File: src/rtl/wall_draw_ctrl_if.sv
`default_nettype none
// ============================================================================
// Module      : wall_draw_ctrl_if
// Description : Bundles the request (start, wall_x, hole_y), the VGA pixel
//               stream (vga_x, vga_y, colour, plot) and the status outputs
//               (busy, done) of the wall draw controller.
//               The master is the game FSM. The slave is the draw controller.
// Revision    : 1.0 - initial release
// ============================================================================
interface wall_draw_ctrl_if;
    logic       start;
    logic [7:0] wall_x;
    logic [6:0] hole_y;
    logic [7:0] vga_x;
    logic [6:0] vga_y;
    logic [2:0] colour;
    logic       plot;
    logic       busy;
    logic       done;

    modport master (
        output start, wall_x, hole_y,
        input  vga_x, vga_y, colour, plot, busy, done
    );

    modport slave (
        input  start, wall_x, hole_y,
        output vga_x, vga_y, colour, plot, busy, done
    );
endinterface
`default_nettype wire

File: src/rtl/wall_draw_ctrl.sv
`default_nettype none
// ============================================================================
// Module      : wall_draw_ctrl
// Description : For each frame, erases the wall strip at the previous x and
//               then draws the wall strip at the new x. The rows of the hole
//               are not plotted. The controller emits one pixel per cycle and
//               registers the pixel outputs. Pixels at or beyond SCREEN_W are
//               clipped but still take their cycle, so the length of a frame
//               is fixed.
// Revision    : 1.0 - initial release
// ============================================================================
module wall_draw_ctrl #(
    parameter int         WALL_WIDTH  = 4,
    parameter int         SCREEN_W    = 160,
    parameter int         SCREEN_H    = 120,
    parameter int         HOLE_HEIGHT = 50,
    parameter logic [2:0] WALL_COLOUR = 3'b010,
    parameter logic [2:0] BG_COLOUR   = 3'b000,
    parameter int         X_INIT      = 160
) (
    input  wire logic            clk,
    input  wire logic            resetn,
    wall_draw_ctrl_if.slave      bus
);

    typedef enum logic [1:0] {
        S_IDLE  = 2'd0,
        S_ERASE = 2'd1,
        S_DRAW  = 2'd2,
        S_DONE  = 2'd3
    } state_t;

    // The column counter needs at least one bit, even for a one-pixel wall.
    localparam int               CXW        = (WALL_WIDTH > 1) ? $clog2(WALL_WIDTH) : 1;
    localparam logic [CXW-1:0]   c_cx_last  = CXW'(WALL_WIDTH - 1);
    localparam logic [6:0]       c_cy_last  = 7'(SCREEN_H - 1);
    localparam logic [8:0]       c_screen_w = 9'(SCREEN_W);
    localparam logic [7:0]       c_hole_h   = 8'(HOLE_HEIGHT);

    state_t         r_state;
    logic [CXW-1:0] r_cx;
    logic [6:0]     r_cy;
    logic [7:0]     r_prev_x;
    logic [7:0]     r_cur_x;
    logic [6:0]     r_cur_hole;
    logic [7:0]     r_vga_x;
    logic [6:0]     r_vga_y;
    logic [2:0]     r_colour;
    logic           r_plot;
    logic           r_busy;
    logic           r_done;

    state_t         w_state_nx;
    logic [CXW-1:0] w_cx_nx;
    logic [6:0]     w_cy_nx;
    logic [CXW-1:0] w_cx_step;
    logic [6:0]     w_cy_step;
    logic           w_scan_last;
    logic           w_emit;
    logic           w_emit_draw;
    logic           w_busy_nx;
    logic           w_done_nx;
    logic           w_latch;
    logic           w_commit;
    logic [7:0]     w_base;
    logic [8:0]     w_px;
    logic [7:0]     w_hole_end;
    logic           w_in_hole;
    logic           w_plot_nx;
    logic [2:0]     w_colour_nx;
    logic [7:0]     w_vga_x_nx;
    logic [6:0]     w_vga_y_nx;

    // The hole bottom is computed in 8 bits so that a hole near the bottom
    // edge clamps at the bottom instead of wrapping to the top rows.
    assign w_hole_end = {1'b0, r_cur_hole} + c_hole_h;

    // Next-state logic, the scan counter step, and the pixel that is loaded
    // into the output registers on the next edge.
    always_comb begin
        w_state_nx  = r_state;
        w_cx_nx     = r_cx;
        w_cy_nx     = r_cy;
        w_emit      = 1'b0;
        w_emit_draw = 1'b0;
        w_busy_nx   = r_busy;
        w_done_nx   = 1'b0;
        w_latch     = 1'b0;
        w_commit    = 1'b0;

        w_scan_last = (r_cx == c_cx_last) && (r_cy == c_cy_last);
        if (r_cx == c_cx_last) begin
            w_cx_step = '0;
            w_cy_step = (r_cy == c_cy_last) ? 7'd0 : r_cy + 7'd1;
        end else begin
            w_cx_step = r_cx + 1'b1;
            w_cy_step = r_cy;
        end

        case (r_state)
            S_IDLE: begin
                if (bus.start) begin
                    w_state_nx = S_ERASE;
                    w_cx_nx    = '0;
                    w_cy_nx    = '0;
                    w_emit     = 1'b1;
                    w_busy_nx  = 1'b1;
                    w_latch    = 1'b1;
                end
            end
            S_ERASE: begin
                w_cx_nx = w_cx_step;
                w_cy_nx = w_cy_step;
                w_emit  = 1'b1;
                if (w_scan_last) begin
                    w_state_nx  = S_DRAW;
                    w_emit_draw = 1'b1;
                end
            end
            S_DRAW: begin
                w_cx_nx = w_cx_step;
                w_cy_nx = w_cy_step;
                if (w_scan_last) begin
                    w_state_nx = S_DONE;
                    w_busy_nx  = 1'b0;
                    w_done_nx  = 1'b1;
                    w_commit   = 1'b1;
                end else begin
                    w_emit      = 1'b1;
                    w_emit_draw = 1'b1;
                end
            end
            S_DONE: begin
                w_state_nx = S_IDLE;
            end
            default: begin
                w_state_nx = S_IDLE;
            end
        endcase

        // Erase pixels use the previous x. Draw pixels use the latched x.
        w_base      = w_emit_draw ? r_cur_x : r_prev_x;
        w_px        = {1'b0, w_base} + 9'(w_cx_nx);
        w_in_hole   = w_emit_draw && (w_cy_nx >= r_cur_hole) &&
                      ({1'b0, w_cy_nx} < w_hole_end);
        w_plot_nx   = w_emit && (w_px < c_screen_w) && !w_in_hole;
        w_colour_nx = w_emit_draw ? WALL_COLOUR : BG_COLOUR;
        w_vga_x_nx  = w_emit ? w_px[7:0] : 8'd0;
        w_vga_y_nx  = w_emit ? w_cy_nx : 7'd0;
    end

    // State register and scan counters.
    always_ff @(posedge clk or negedge resetn) begin
        if (!resetn) begin
            r_state <= S_IDLE;
            r_cx    <= '0;
            r_cy    <= '0;
        end else begin
            r_state <= w_state_nx;
            r_cx    <= w_cx_nx;
            r_cy    <= w_cy_nx;
        end
    end

    // Frame parameters. They are captured when start is accepted, and the
    // previous x is committed when the frame completes.
    always_ff @(posedge clk or negedge resetn) begin
        if (!resetn) begin
            r_prev_x   <= 8'(X_INIT);
            r_cur_x    <= '0;
            r_cur_hole <= '0;
        end else begin
            if (w_latch) begin
                r_cur_x    <= bus.wall_x;
                r_cur_hole <= bus.hole_y;
            end
            if (w_commit) begin
                r_prev_x <= r_cur_x;
            end
        end
    end

    // Registered pixel stream and status outputs.
    always_ff @(posedge clk or negedge resetn) begin
        if (!resetn) begin
            r_vga_x  <= '0;
            r_vga_y  <= '0;
            r_colour <= BG_COLOUR;
            r_plot   <= 1'b0;
            r_busy   <= 1'b0;
            r_done   <= 1'b0;
        end else begin
            r_vga_x  <= w_vga_x_nx;
            r_vga_y  <= w_vga_y_nx;
            r_colour <= w_colour_nx;
            r_plot   <= w_plot_nx;
            r_busy   <= w_busy_nx;
            r_done   <= w_done_nx;
        end
    end

    assign bus.vga_x  = r_vga_x;
    assign bus.vga_y  = r_vga_y;
    assign bus.colour = r_colour;
    assign bus.plot   = r_plot;
    assign bus.busy   = r_busy;
    assign bus.done   = r_done;

endmodule
`default_nettype wire
File: src/flat_wrapper.sv
// flat-port wrapper written by rule: the top's interface ports become plain ports
module wall_draw_ctrl_flat 
#(
    parameter int         WALL_WIDTH  = 4,
    parameter int         SCREEN_W    = 160,
    parameter int         SCREEN_H    = 120,
    parameter int         HOLE_HEIGHT = 50,
    parameter logic [2:0] WALL_COLOUR = 3'b010,
    parameter logic [2:0] BG_COLOUR   = 3'b000,
    parameter int         X_INIT      = 160
)
  (clk, resetn, bus_start, bus_wall_x, bus_hole_y, bus_vga_x, bus_vga_y, bus_colour, bus_plot, bus_busy, bus_done);
  wall_draw_ctrl_if bus_i ();
  input  wire logic clk;
  input  wire logic resetn;
  input wire logic [$bits(bus_i.start)-1:0] bus_start;
  input wire logic [$bits(bus_i.wall_x)-1:0] bus_wall_x;
  input wire logic [$bits(bus_i.hole_y)-1:0] bus_hole_y;
  output wire logic [$bits(bus_i.vga_x)-1:0] bus_vga_x;
  output wire logic [$bits(bus_i.vga_y)-1:0] bus_vga_y;
  output wire logic [$bits(bus_i.colour)-1:0] bus_colour;
  output wire logic [$bits(bus_i.plot)-1:0] bus_plot;
  output wire logic [$bits(bus_i.busy)-1:0] bus_busy;
  output wire logic [$bits(bus_i.done)-1:0] bus_done;
  assign bus_i.start = bus_start;
  assign bus_i.wall_x = bus_wall_x;
  assign bus_i.hole_y = bus_hole_y;
  assign bus_vga_x = bus_i.vga_x;
  assign bus_vga_y = bus_i.vga_y;
  assign bus_colour = bus_i.colour;
  assign bus_plot = bus_i.plot;
  assign bus_busy = bus_i.busy;
  assign bus_done = bus_i.done;
  wall_draw_ctrl #(.WALL_WIDTH(WALL_WIDTH), .SCREEN_W(SCREEN_W), .SCREEN_H(SCREEN_H), .HOLE_HEIGHT(HOLE_HEIGHT), .WALL_COLOUR(WALL_COLOUR), .BG_COLOUR(BG_COLOUR), .X_INIT(X_INIT)) u_core (.clk(clk), .resetn(resetn), .bus(bus_i));
endmodule
File: config.mk
export PLATFORM = sky130hd
export DESIGN_NAME = wall_draw_ctrl_flat
export DESIGN_NICKNAME = d
export VERILOG_FILES = /design/src/rtl/wall_draw_ctrl_if.sv /design/src/rtl/wall_draw_ctrl.sv /design/src/flat_wrapper.sv
export SDC_FILE = /design/constraint.sdc
export NUM_CORES = 1
export LEC_CHECK = 0
export CAP_MARGIN = 0
export CORE_ASPECT_RATIO = 1.5
export CORE_MARGIN = 2
export CORE_UTILIZATION = 59
export DETAILED_ROUTE_END_ITERATION = 16
export DONT_BUFFER_PORTS = 1
export PLACE_DENSITY = 0.82
export SYNTH_ARGS = -nofsm -noshare
export SYNTH_HDL_FRONTEND = slang
export SYNTH_SLANG_ARGS = --single-unit
File: constraint.sdc
create_clock -name clk -period 4 [get_ports clk]
set_input_delay 0.4 -clock clk [delete_from_list [all_inputs] [get_ports clk]]
set_output_delay 0.4 -clock clk [all_outputs]
set_load 0.01 [all_outputs]
# [After elaboration in Yosys (flattened, before gate mapping)]
# Index checks and enable logic that the tools add are counted.
[word_totals] ff_bits=55 inputBits=18 elab_cells=63
[classes] n_addsub=4 order_cmp=3 n_eq_ne=8 n_mux=25 n_reduce_logical=11
[op_table] op="7-bit two-way mux" count=4
[op_table] op="8-bit two-way mux" count=2
[op_table] op="7-bit one-hot mux with 2 select lines" count=1
[op_table] op="2-bit two-way mux" count=6
[op_table] op="8-bit by 2-bit adder with 9-bit output" count=1
[op_table] op="9-bit by 8-bit < comparator with 1-bit output, second input constant" count=1
[op_table] op="7-bit by 6-bit adder with 8-bit output, second input constant" count=1
[op_table] op="7-bit by 8-bit < comparator with 1-bit output" count=1
[op_table] op="2-bit one-hot mux with 4 select lines" count=1
[op_table] op="7-bit by 1-bit adder with 7-bit output, second input constant" count=1
[op_table] op="7-bit equality test, second input constant" count=1
[op_table] op="7-bit >= comparator" count=1
[op_table] op="1-bit two-way mux" count=7
[op_table] op="2-bit equality test, second input constant" count=3
[op_table] op="3-bit AND reduction" count=2
[op_table] op="1-bit logical AND" count=5
[op_table] op="2-bit by 1-bit inequality test with 1-bit output, second input constant" count=2
[op_table] op="1-bit one-hot mux with 2 select lines" count=2
[op_table] op="2-bit one-hot mux with 2 select lines" count=1
[op_table] op="1-bit one-hot mux with 3 select lines" count=1
[op_table] op="2-bit by 1-bit adder with 2-bit output, second input constant" count=1
[op_table] op="2-bit by 1-bit equality test with 1-bit output, second input constant" count=1
[op_table] op="2-bit logical NOT" count=1
[op_table] op="2-bit inequality test, second input constant" count=1
[op_table] op="3 further kinds" count=3

# [Logic depth before layout (Yosys ltp)]
# Gate-level depths: netlist of run 1.
[logic_depth] depth_word=9 depth_mapped=17 depth_no_buf=15

# [Least setup slack after synthesis of run 1]
# OpenSTA, ideal clock, no wires.
[synth_timing] path_kind="register to register" startpoint="register u_core.r_cx[0]" endpoint="register u_core.r_plot, in the netlist u_core.bus.plot" arrival_time_ps=2942 slack_ps=946 path_stages_with_launch=18 cell_sequence="dfrtp_1 > ha_1 > buf_2 > and3_1 > buf_4 > a21boi_4 > nor2_4 > inv_2 > buf_6 > nand2_1 > nand2_1 > ha_1 > fa_1 > inv_1 > o21ai_0 > o311ai_0 > a21oi_1 > a2111oi_2"
[synth_between] elab_chain_cells=9 elab_cells_between_ends=22 cone_classes="2 x add/sub; 3 x order compare; 1 x eq/ne; 10 x mux; 6 x reduce/logical"
[synth_rtl] item="from (decl)" line="wall_draw_ctrl.sv:41" source="logic [CXW-1:0] r_cx;"
[synth_rtl] item="from (signal assigned)" line="wall_draw_ctrl.sv:160" source="r_cx <= w_cx_nx;"
[synth_rtl] item="2-bit equality test (*)" line="wall_draw_ctrl.sv:91" source="w_scan_last = (r_cx == c_cx_last) && (r_cy == c_cy_last);"
[synth_rtl] item="1-bit logical AND (*)" line="wall_draw_ctrl.sv:91"
[synth_rtl] item="1-bit two-way mux (on tied branches)" line="wall_draw_ctrl.sv:123, wall_draw_ctrl.sv:115"
[synth_rtl] item="1-bit one-hot mux with 2 select lines (*)" line="wall_draw_ctrl.sv:100" source="case (r_state)"
[synth_rtl] item="net u_core.w_emit_draw" line="wall_draw_ctrl.sv:60" source="logic w_emit_draw;"
[synth_rtl] item="8-bit two-way mux" line="wall_draw_ctrl.sv:142" source="w_base = w_emit_draw ? r_cur_x : r_prev_x;"
[synth_rtl] item="8-bit by 2-bit adder with 9-bit output" line="wall_draw_ctrl.sv:143" source="w_px = {1'b0, w_base} + 9'(w_cx_nx);"
[synth_rtl] item="9-bit by 8-bit < comparator with 1-bit output" line="wall_draw_ctrl.sv:146" source="w_plot_nx = w_emit && (w_px < c_screen_w) && !w_in_hole;"
[synth_rtl] item="1-bit logical AND" line="wall_draw_ctrl.sv:146"
[synth_rtl] item="1-bit logical AND (*)" line="wall_draw_ctrl.sv:146"
[synth_rtl] item="net u_core.w_plot_nx" line="wall_draw_ctrl.sv:69" source="logic w_plot_nx;"
[synth_rtl] item="to (signal assigned)" line="wall_draw_ctrl.sv:196" source="r_plot <= w_plot_nx;"
[synth_rtl] item="to (decl)" line="wall_draw_ctrl.sv:49" source="logic r_plot;"
# Mark *: on every way through the listed nets, which the timed path passes. The rest lies on a longest branch.
# A chain may end at the register's enable or synchronous reset.

# [Worst setup path after layout of run 1]
[layout_timing] startpoint="register u_core.r_cx[0]" endpoint="register u_core.r_plot, in the netlist u_core.bus.plot"
[layout_between] elab_chain_cells=9 elab_cells_between_ends=22 cone_classes="2 x add/sub; 3 x order compare; 1 x eq/ne; 10 x mux; 6 x reduce/logical"
[layout_rtl] item="2-bit equality test" line="wall_draw_ctrl.sv:91, wall_draw_ctrl.sv:92"
[layout_rtl] item="1-bit logical AND" line="wall_draw_ctrl.sv:91"
[layout_rtl] item="1-bit two-way mux (on tied branches)" line="wall_draw_ctrl.sv:123, wall_draw_ctrl.sv:115"
[layout_rtl] item="1-bit one-hot mux with 2 select lines" line="wall_draw_ctrl.sv:100"
[layout_rtl] item="8-bit two-way mux" line="wall_draw_ctrl.sv:142"
[layout_rtl] item="8-bit by 2-bit adder with 9-bit output" line="wall_draw_ctrl.sv:143"
[layout_rtl] item="9-bit by 8-bit < comparator with 1-bit output" line="wall_draw_ctrl.sv:146"
[layout_rtl] item="1-bit logical AND" line="wall_draw_ctrl.sv:146"
[layout_rtl] item="1-bit logical AND (*)" line="wall_draw_ctrl.sv:146"
[layout_rtl] item="net u_core.w_plot_nx" line="wall_draw_ctrl.sv:69"
# Marked as above.

==> impl_metrics.ini, run 1 <==
[route]
vias_per_cell = 5.99
wire_per_inst_um = 16.4
routed_wl_um = 6000
first_pass_iters = 4
drtIter0Drc = 103
drc_errors = 0
ant_nets = 0
vias = 2187

[flow_run]
drv_cap = 0

[timing]
slew_violations = 0
rsz0062_at_grt = false
setup_viol = 0
tns_ns = 0
fmax_mhz = 280
hold_viol = 0
finalCritPeriodShare_pct = 89.2
finalClockSkew_ns = 0.0111
max_slew_margin_pct = 55.6
min_period_ns = 3.57
worstMarginPinSlew_ns = 0.665

[clocking]
clock_sink_count = 53
htreeDepth = 2
cts.clk_slew.worst_paths_ns = 0.10
cts_tree = built
post-cts-setup-buffers = 0
clock_latency_ns = 0.31
numCtsBuffers = 5
cts.path.max_buffers = 2
clock_tree.root_cell = clkbuf_8

[critical_path]
worstPathRequired_ns = 4.19
crit_fanout = 11
crit_family = compound AO/OA/AOI/OAI gates
cp_slowest_cell = fa_1
regToRegStartpoint = u_core.r_cx[0]$_DFF_PN0_
crit_path_end_kind = register
arrival_ns = 3.76
cp-start-kind = register
worstPathCellList = ha_1 -> and3_1 -> a21boi_4 -> nor2_4 -> inv_2 -> nand2_1 -> nand2_1 -> ha_1 -> fa_1 -> inv_1 -> o21ai_0 -> o311ai_0 -> a21oi_1 -> a2111oi_2
critical_path_class = register to register
crit_buf_inv = 2
cp-startpoint = u_core.r_cx[0]$_DFF_PN0_
critPathMaxStageDelay_ns = 0.49

[worst_hold_path]
hold_class = primary input to register
min_from = bus_wall_x[4]

[floorplanning]
ios = 39
coreArea_um2 = 5080
die_h_um = 92.3
die_area_um2 = 5800
rows = 32
start_util_pct = 60.3
chipWidth_um = 62.9

[power]
p_int_mw = 1.32
pwr-share-comb_pct = 46.7
powerDensity_nw_per_um2 = 700
ir_drop_mv = 0.348
swShare_pct = 41.9
clockPowerShare_pct = 13.4
p_sw_mw = 0.951
power_leakage_nw = 1.50
power_frac_seq_pct = 39.9

[synth]
ys_warn_count = 0
synth_seq_cells = 53
async_flop_share_pct = 100
ys_types = 57
avgSynthCellArea_um2 = 10.5
syn-cell-area_um2 = 3070
postSynthCellCount = 293
synth_edf_count = 0
ys_seq_area_share_pct = 43.3
synthFlopType = dfrtp_1

[global_routing]
grt_pass1_vias = 2230
grt_usage_pct = 22.9
grt_max_degree = 54
grt_antenna_before_repair = 0
grt.overflow.total = 0
grt_first_pass_wirelength_um = 10500

[cells_and_area]
fin_cells = 365
multi_input_area_um2 = 1630
final_layout_size_suffix_gt1_share_pct = 15.5
area_delta_synth_final_pct = 5.71
final_nets = 338
seqCellArea_um2 = 1330
fillers = 429
antenna_cells = 0

[place]
gp_congestion = 0.937
io_buffers = 0
hpwl_um = 4620
dp.cells = 355

[outcome]
status = completed
Yosys cell counts, types with 2 or more instances:
cell type	n	area (um^2)
mux2_2	25	282
inv_1	14	52.6
o21ai_2	2	17.5
o21ai_0	10	50.1
a21oi_1	16	80.1
dfstp_2	2	52.6
nor2_1	16	60.1
a22o_1	2	17.5
and2_1	7	43.8
nand3_1	11	55.1
nor4_1	2	12.5
or3_1	3	18.8
a31oi_1	2	12.5
o311ai_0	2	17.5
a211oi_1	7	52.6
dfrtp_1	51	1280
o21bai_1	2	15.0
nand4b_1	2	17.5
xor2_1	5	43.8
nand2b_1	6	37.5
clkbuf_2	2	10.0
nand2_1	24	90.1
nor2b_1	3	18.8
nor3b_1	4	30.0
buf_4	3	22.5
and3_1	4	25.0
a21o_1	3	22.5
ha_1	23	288
nor3_1	4	20.0
xnor2_1	7	61.3
nand4_1	3	18.8
state kept, by name (all words and copies together), names as in the netlist:
signal	flops
u_core.bus.vga_x	8
u_core.r_cur_x	8
u_core.r_prev_x	8
u_core.bus.vga_y	7
u_core.r_cur_hole	7
u_core.r_cy	7
u_core.r_cx	2
u_core.r_state	2
u_core.bus.busy	1
u_core.bus.colour	1
u_core.bus.done	1
u_core.bus.plot	1
path summary, 6_finish.rpt:
check                                                 end  slack (ns)  cells after the start
setup / recovery                u_core.bus.plot$_DFF_PN0_        0.43                     14
hold / removal              u_core.r_cur_x[4]$_DFFE_PN0P_        0.24                      1
setup reg to reg                u_core.bus.plot$_DFF_PN0_        0.43                     14
hold reg to reg            u_core.r_prev_x[1]$_DFFE_PN0P_        0.51                      1
max in group asynchronous  u_core.r_prev_x[5]$_DFFE_PN1P_        3.12                      2
min in group asynchronous   u_core.bus.vga_y[4]$_DFF_PN0_        0.59                      2
worst reg2reg max path: stages (launching register included):
cell	delay, ns
dfrtp_1	0.39
ha_1	0.31
and3_1	0.37
a21boi_4	0.11
nor2_4	0.21
inv_2	0.14
nand2_1	0.09
nand2_1	0.06
ha_1	0.22
fa_1	0.49
inv_1	0.16
o21ai_0	0.10
o311ai_0	0.33
a21oi_1	0.13
a2111oi_2	0.35
cell families after synthesis:
kind of cell | after synthesis | share of synthesized area [%]
AO/OA/AOI/OAI | 61 | 14.0
flip-flops | 53 | 43.3
buffers and inverters | 23 | 3.55
AND/OR/NAND/NOR | 94 | 16.4
adder cells (fa/ha/maj) | 24 | 10.0
XOR/XNOR | 12 | 3.43
other | 1 | 0.122
multiplexers | 25 | 9.18
cells in the final DEF (no fill, tap or decap), drive strengths merged, types with 3 or more instances in the layout:
cell type / netlist / final
nand2b: 6 / 6
a21boi: 3 / 3
nor3: 5 / 5
nand3: 11 / 11
o21ai: 12 / 12
mux2: 25 / 25
nor2b: 3 / 3
dfrtp: 51 / 51
or3: 3 / 3
nand4: 3 / 3
o311ai: 3 / 3
ha: 23 / 23
nor3b: 4 / 4
inv: 15 / 15
and3: 4 / 4
and2: 7 / 7
nor2: 17 / 17
a211oi: 7 / 7
clkbuf: 3 / 7
xor2: 5 / 5
xnor2: 7 / 7
a21oi: 16 / 16
nand2: 24 / 24
a21o: 3 / 3
layout make-up:
type	count	share of cell area, %
multi-input combinational	218	50.3
sequential	53	41.0
clock buffer	7	2.66
tap	68	2.63
inverter	15	1.74
timing repair buffer	3	1.39
clock inverter	1	0.232
layer usage:
layer	vias to the layer above	wire length [um]	share of wire (%)	GRT usage [%]
met5	-	0	0	0
met4	0	115	1.9	9.07
met3	10	187	3.1	4.05
met2	45	3110	52	39.4
met1	1076	2580	43	28.5
li1	1056	-	-	-
per-stage QoR:
step | hold WS [ns] | worst slack, ns | power, mW | instance area [um^2] | utilization (%)
2_1_floorplan | 0.104 | 0.946 | 1.70 | 3070 | -
3_3_place_gp | 0.106 | 0.617 | 1.91 | 3110 | 61.1
3_5_place_dp | 0.106 | 0.509 | 1.96 | 3110 | 61.1
4_1_cts | 0.236 | 0.467 | 2.28 | 3240 | 63.7
5_1_grt | 0.229 | 0.0975 | 2.47 | 3240 | 63.7
6_report | 0.242 | 0.434 | 2.27 | 3240 | 63.7
power by group through the flow:
stage / combinational (mW) / clock [mW] / sequential [mW]
floorplan: 0.853 / 0 / 0.848
global placement: 1.01 / 0 / 0.904
detailed placement: 1.04 / 0 / 0.915
CTS: 1.06 / 0.314 / 0.904
global route: 1.21 / 0.334 / 0.930
finish: 1.06 / 0.305 / 0.906
what timing repair did:
action	CTS	global route
resized for setup	0	0
hold buffers	2	0
endpoints found under the hold margin	53	0
Power figures use the tool's default switching activity.
==> run 2, diff against run 1 <==
CORE_UTILIZATION = 57   (was 59)
clock period = 3.2 ns   (was 4 ns; I/O delays follow)
==> run 2 against run 1 <==
  * Sequential cell count did not move
  * Sequential share of layout area fell by 2.4 points
  * Largest cell class unchanged
  * Clock skew up 0.0056 ns
  * Critical endpoint unchanged
  * Critical path type unchanged
  * Final cell count increased by 4.1%
  * Core utilization increased by 2.9 points
  * Maximum frequency up 17%
  * Largest power group unchanged
==> impl_metrics.ini, run 2 (synthesized netlist as in run 1, its figures left out) <==
[global_routing]
grt_max_degree = 54
grt_usage_pct = 23.1
grt_pass1_vias = 2271
grt.overflow.total = 0
grt_antenna_before_repair = 0
grt_first_pass_wirelength_um = 10700

[clocking]
cts_tree = built
clock_latency_ns = 0.31
htreeDepth = 2
cts.path.max_buffers = 2
clock_tree.root_cell = clkbuf_8
cts.clk_slew.worst_paths_ns = 0.10
clock_sink_count = 53
numCtsBuffers = 5

[timing]
min_period_ns = 3.04
fmax_mhz = 329
max_slew_margin_pct = 56.9
worstMarginPinSlew_ns = 0.644
layout_setup_ws_ns = 0.162
hold_viol = 0
finalCritPeriodShare_pct = 94.9
finalClockSkew_ns = 0.0167
slew_violations = 0
setup_viol = 0

[cells_and_area]
final_area_um2 = 3440
fin_cells = 380
final_nets = 353
area_delta_synth_final_pct = 12.3
antenna_cells = 0
final_cell_mix = dfrtp_1, mux2_2, nand2_1
final_layout_size_suffix_gt1_share_pct = 24.4
final_common_cell = dfrtp_1

[critical_path]
arrival_ns = 3.25
crit_path_end_kind = register
regToRegStartpoint = u_core.r_state[0]$_DFFE_PN0P_
worstPathRequired_ns = 3.41
crit_fanout = 4
rr_worst_depth = 11
critical_path_class = register to register
cp-start-kind = register
rrSetupSlack_ns = 0.16
timing.rr.end = u_core.bus.plot$_DFF_PN0_

[worst_hold_path]
min_to = u_core.r_cur_x[1]$_DFFE_PN0P_
hold_class = primary input to register
min_from = bus_wall_x[1]
hold_depth = 1

[floorplanning]
coreArea_um2 = 5160
die_h_um = 93.8
start_util_pct = 59.4
die_area_um2 = 5990
rows = 32
ios = 39
chipWidth_um = 63.9

[place]
dp.cells = 366
gp_congestion = 0.836
io_buffers = 0
placed_area_um2 = 3190
hpwl_um = 4740
preCtsSetupSlack_ns = 0.00760

[route]
drtIter0Drc = 142
vias = 2302
wire_per_inst_um = 17.1
drc_errors = 0
vias_per_cell = 6.06
first_pass_iters = 4
routed_wl_um = 6490
ant_nets = 0

[power]
powerDensity_nw_per_um2 = 907
ir_drop_mv = 0.479
power_leakage_nw = 1.59

[outcome]
status = completed

[flow_run]
drv_cap = 0
-- run 2: changes by cell type in the layout (fill, tap and decap cells not counted), sizes merged --
| cell | delta |
|---|---|
| buf | +15 |
| bufinv | +1 |
| clkinvlp | -1 |
-- run 2: power by group --
group	leakage, nW	switching [mW]	internal (mW)
logic	0.848	0.815	0.705
registers	0.685	0.246	0.883
clock network	0.0585	0.216	0.255
total	1.59	1.28	1.84
-- run 2: worst max-delay path by stage --
stage / cells after the start / startpoint / to
after global routing: 11 / u_core.r_state[0]$_DFFE_PN0P_ / u_core.bus.plot$_DFF_PN0_
after detailed placement: 11 / u_core.r_state[1]$_DFFE_PN0P_ / u_core.bus.plot$_DFF_PN0_
after floorplan: 17 / u_core.r_cx[0]$_DFF_PN0_ / u_core.bus.plot$_DFF_PN0_
after global placement: 11 / u_core.r_state[0]$_DFFE_PN0P_ / u_core.bus.plot$_DFF_PN0_
after CTS: 11 / u_core.r_state[0]$_DFFE_PN0P_ / u_core.bus.plot$_DFF_PN0_
final: 11 / u_core.r_state[0]$_DFFE_PN0P_ / u_core.bus.plot$_DFF_PN0_
-- run 2: per-layer routing --
metal	track usage, %	wire length, um	up-vias
met2	39.1	3400	73
met3	3.24	329	19
met5	0	0	-
met4	11.2	179	0
met1	28.5	2570	1128
li1	-	-	1082
-- run 2: critical path, cell delays in order (launching register included) --
cell and delay, ns:
dfrtp_1 0.39, inv_1 0.10, ha_1 0.35, nor2b_4 0.23, a21boi_2 0.24, a21oi_1 0.11, a21oi_2 0.20, ha_1 0.27
a211oi_1 0.24, nor2_1 0.08, o32a_1 0.36, a2111oi_2 0.35
-- run 2: final cells by class --
cell class                 count  area, um^2
tap                           68        85.1
timing repair buffer          18         158
sequential                    53        1330
multi-input combinational    218        1700
fill                         389        1720
clock inverter                 1        30.0
inverter                      15        56.3
clock buffer                   7        86.3
-- run 2: what timing repair did --
item                                   in CTS  in global routing
hold buffers                                2                  0
gates resized for setup                     0                 19
endpoints found under the hold margin      53                  0
buffers inserted                            0                  4
setup endpoints to repair                   0                  4
-- run 2: metrics by stage --
step           utilization, %  power [mW]  hold WS (ns)  TNS (ns)
6_report                 66.6        3.12         0.159         0
3_5_place_dp             61.8        2.50        0.0259         0
5_1_grt                  66.6        3.38         0.146   -0.0629
3_3_place_gp             61.8        2.42        0.0259         0
2_1_floorplan               -        2.13        0.0244         0
4_1_cts                  64.8        3.00         0.151         0
==> run 3, diff against run 2 <==
CAP_MARGIN = 40   (was 0)
CORE_MARGIN = default   (was 2)
==> run 3 against run 2 <==
  * Combinational power is essentially flat
  * Die area decreased by 5.2%
  * Cell area about the same
  * Total power down 1.6%
  * Hold slack improved by 0.0095 ns
  * Sequential cell count unchanged
  * Clock skew is 0.0075 ns lower
  * Core utilization about the same
  * Setup slack worse by 0.0052 ns
  * First-iteration DRC count shrank 22%
  * Highest routed layer unchanged
==> impl_metrics.ini, run 3 (synthesized netlist as in run 1, its figures left out) <==
[outcome]
status = completed

[global_routing]
grt_first_pass_wirelength_um = 10500
grt_usage_pct = 24.7
grt_pass1_vias = 2320
grt_max_degree = 54
grt.overflow.total = 0
grt_antenna_before_repair = 0

[timing]
max_slew_margin_pct = 55.3
fin_hold_ws_ns = 0.168
finalClockSkew_ns = 0.00920
worstMarginPinSlew_ns = 0.669
hold_viol = 0
min_period_ns = 3.04
setup_viol = 0
finalCritPeriodShare_pct = 95.1
fmax_mhz = 329
slew_violations = 0
tns_ns = 0

[floorplanning]
coreArea_um2 = 5160
chipWidth_um = 61.9
die_h_um = 91.8
ios = 39
die_area_um2 = 5680
start_util_pct = 59.4
rows = 32

[power]
powerDensity_nw_per_um2 = 893
power_leakage_nw = 1.61
ir_drop_mv = 0.589

[clocking]
cts.clk_slew.worst_paths_ns = 0.09
htreeDepth = 2
clock_sink_count = 53
clock_tree.root_cell = clkbuf_8
cts.path.max_buffers = 2
clock_latency_ns = 0.30
numCtsBuffers = 5
cts_tree = built

[worst_hold_path]
hold_class = primary input to register
hold_depth = 1

[place]
gp_congestion = 0.849
dp.cells = 369
io_buffers = 0
hpwl_um = 4810

[cells_and_area]
seqCellArea_um2 = 1330
final_common_cell = dfrtp_1
fillers = 386
final_layout_size_suffix_gt1_share_pct = 23.7
final_cell_mix = dfrtp_1, mux2_2, nand2_1
fin_cells = 384
area_delta_synth_final_pct = 12.2
multi_input_area_um2 = 1670
final_nets = 357
antenna_cells = 0

[route]
first_pass_iters = 5
ant_nets = 0
vias = 2306
vias_per_cell = 6.01
drtIter0Drc = 111
routed_wl_um = 6360
wire_per_inst_um = 16.6
drc_errors = 0

[critical_path]
critical_path_class = register to register
crit_path_end_kind = register
cp_slowest_cell = dfrtp_1
rr_worst_depth = 14
critPathMaxStageDelay_ns = 0.43
cp-start-kind = register
crit_fanout = 7
arrival_ns = 3.24
worstPathCellList = inv_2 -> ha_2 -> nand4b_1 -> nor3_4 -> nor2_4 -> nand2_1 -> nand2_1 -> ha_2 -> fa_2 -> buf_4 -> and3_1 -> nand3_2 -> o311ai_1 -> a2111oi_2
worstPathRequired_ns = 3.39

[flow_run]
drv_cap = 0
-- run 3: cell count changes in the layout (fill, tap and decap cells not counted), sizes merged --
cell,delta
buf,+4
-- run 3: per-stage QoR --
step | util [%] | worst slack, ns | power (mW) | instance area, um^2
2_1_floorplan | - | 0.146 | 2.13 | 3070
3_5_place_dp | 62.2 | 0.0114 | 2.50 | 3210
6_report | 66.6 | 0.157 | 3.07 | 3440
3_3_place_gp | 62.2 | 0.124 | 2.44 | 3210
5_1_grt | 66.6 | -0.00371 | 3.31 | 3440
4_1_cts | 65.3 | 0.00496 | 2.99 | 3370
-- run 3: critical path: cells and delay by family (launching register included) --
kind	cells	cell delay, ns
simple gates	7	1.05
fa+ha+maj	3	0.73
compound gates	2	0.49
flops	1	0.43
buf+inv	2	0.25
-- run 3: path summary, 6_finish.rpt --
| kind | startpoint | end | slack (ns) |
|---|---|---|---|
| max | u_core.r_state[1]$_DFFE_PN0P_ | u_core.bus.plot$_DFF_PN0_ | 0.16 |
| min | bus_wall_x[7] | u_core.r_cur_x[7]$_DFFE_PN0P_ | 0.17 |
| max reg2reg | u_core.r_state[1]$_DFFE_PN0P_ | u_core.bus.plot$_DFF_PN0_ | 0.16 |
| min reg2reg | u_core.r_prev_x[1]$_DFFE_PN0P_ | u_core.r_prev_x[1]$_DFFE_PN0P_ | 0.53 |
| max in group asynchronous | resetn | u_core.r_prev_x[5]$_DFFE_PN1P_ | 2.33 |
| min in group asynchronous | resetn | u_core.bus.vga_x[4]$_DFF_PN0_ | 0.58 |
-- run 3: cell type report --
cell class,instances,share of cell area [%]
well taps,68,2.47
clock inverters,1,0.873
flip-flops and latches,53,38.6
multi-input cells,218,48.4
repair buffers,22,5.45
inverters,15,1.64
clock buffers,7,2.51
-- run 3: repair_timing --
| item | 4_1_cts | 5_1_grt |
|---|---|---|
| resized for setup | 1 | 12 |
| hold buffers | 2 | 0 |
| setup endpoints to repair | 1 | 4 |
| buffers inserted | 0 | 5 |
| pin swaps | 0 | 5 |
| hold endpoints to repair | 53 | 0 |
-- run 3: where the power goes --
| group | switching [mW] | leakage [nW] | total (mW) | internal (mW) |
|---|---|---|---|---|
| clock | 0.205 | 0.0585 | 0.460 | 0.255 |
| combinational | 0.783 | 0.866 | 1.49 | 0.705 |
| sequential | 0.240 | 0.685 | 1.12 | 0.883 |
-- run 3: per-layer routing --
metal | GRT usage [%] | vias up | share of wire, %
met3 | 3.67 | 14 | 4.3
met4 | 9.44 | 0 | 3.1
li1 | - | 1090 | -
met5 | 0 | - | 0
met2 | 41.8 | 75 | 53
met1 | 30.8 | 1127 | 39
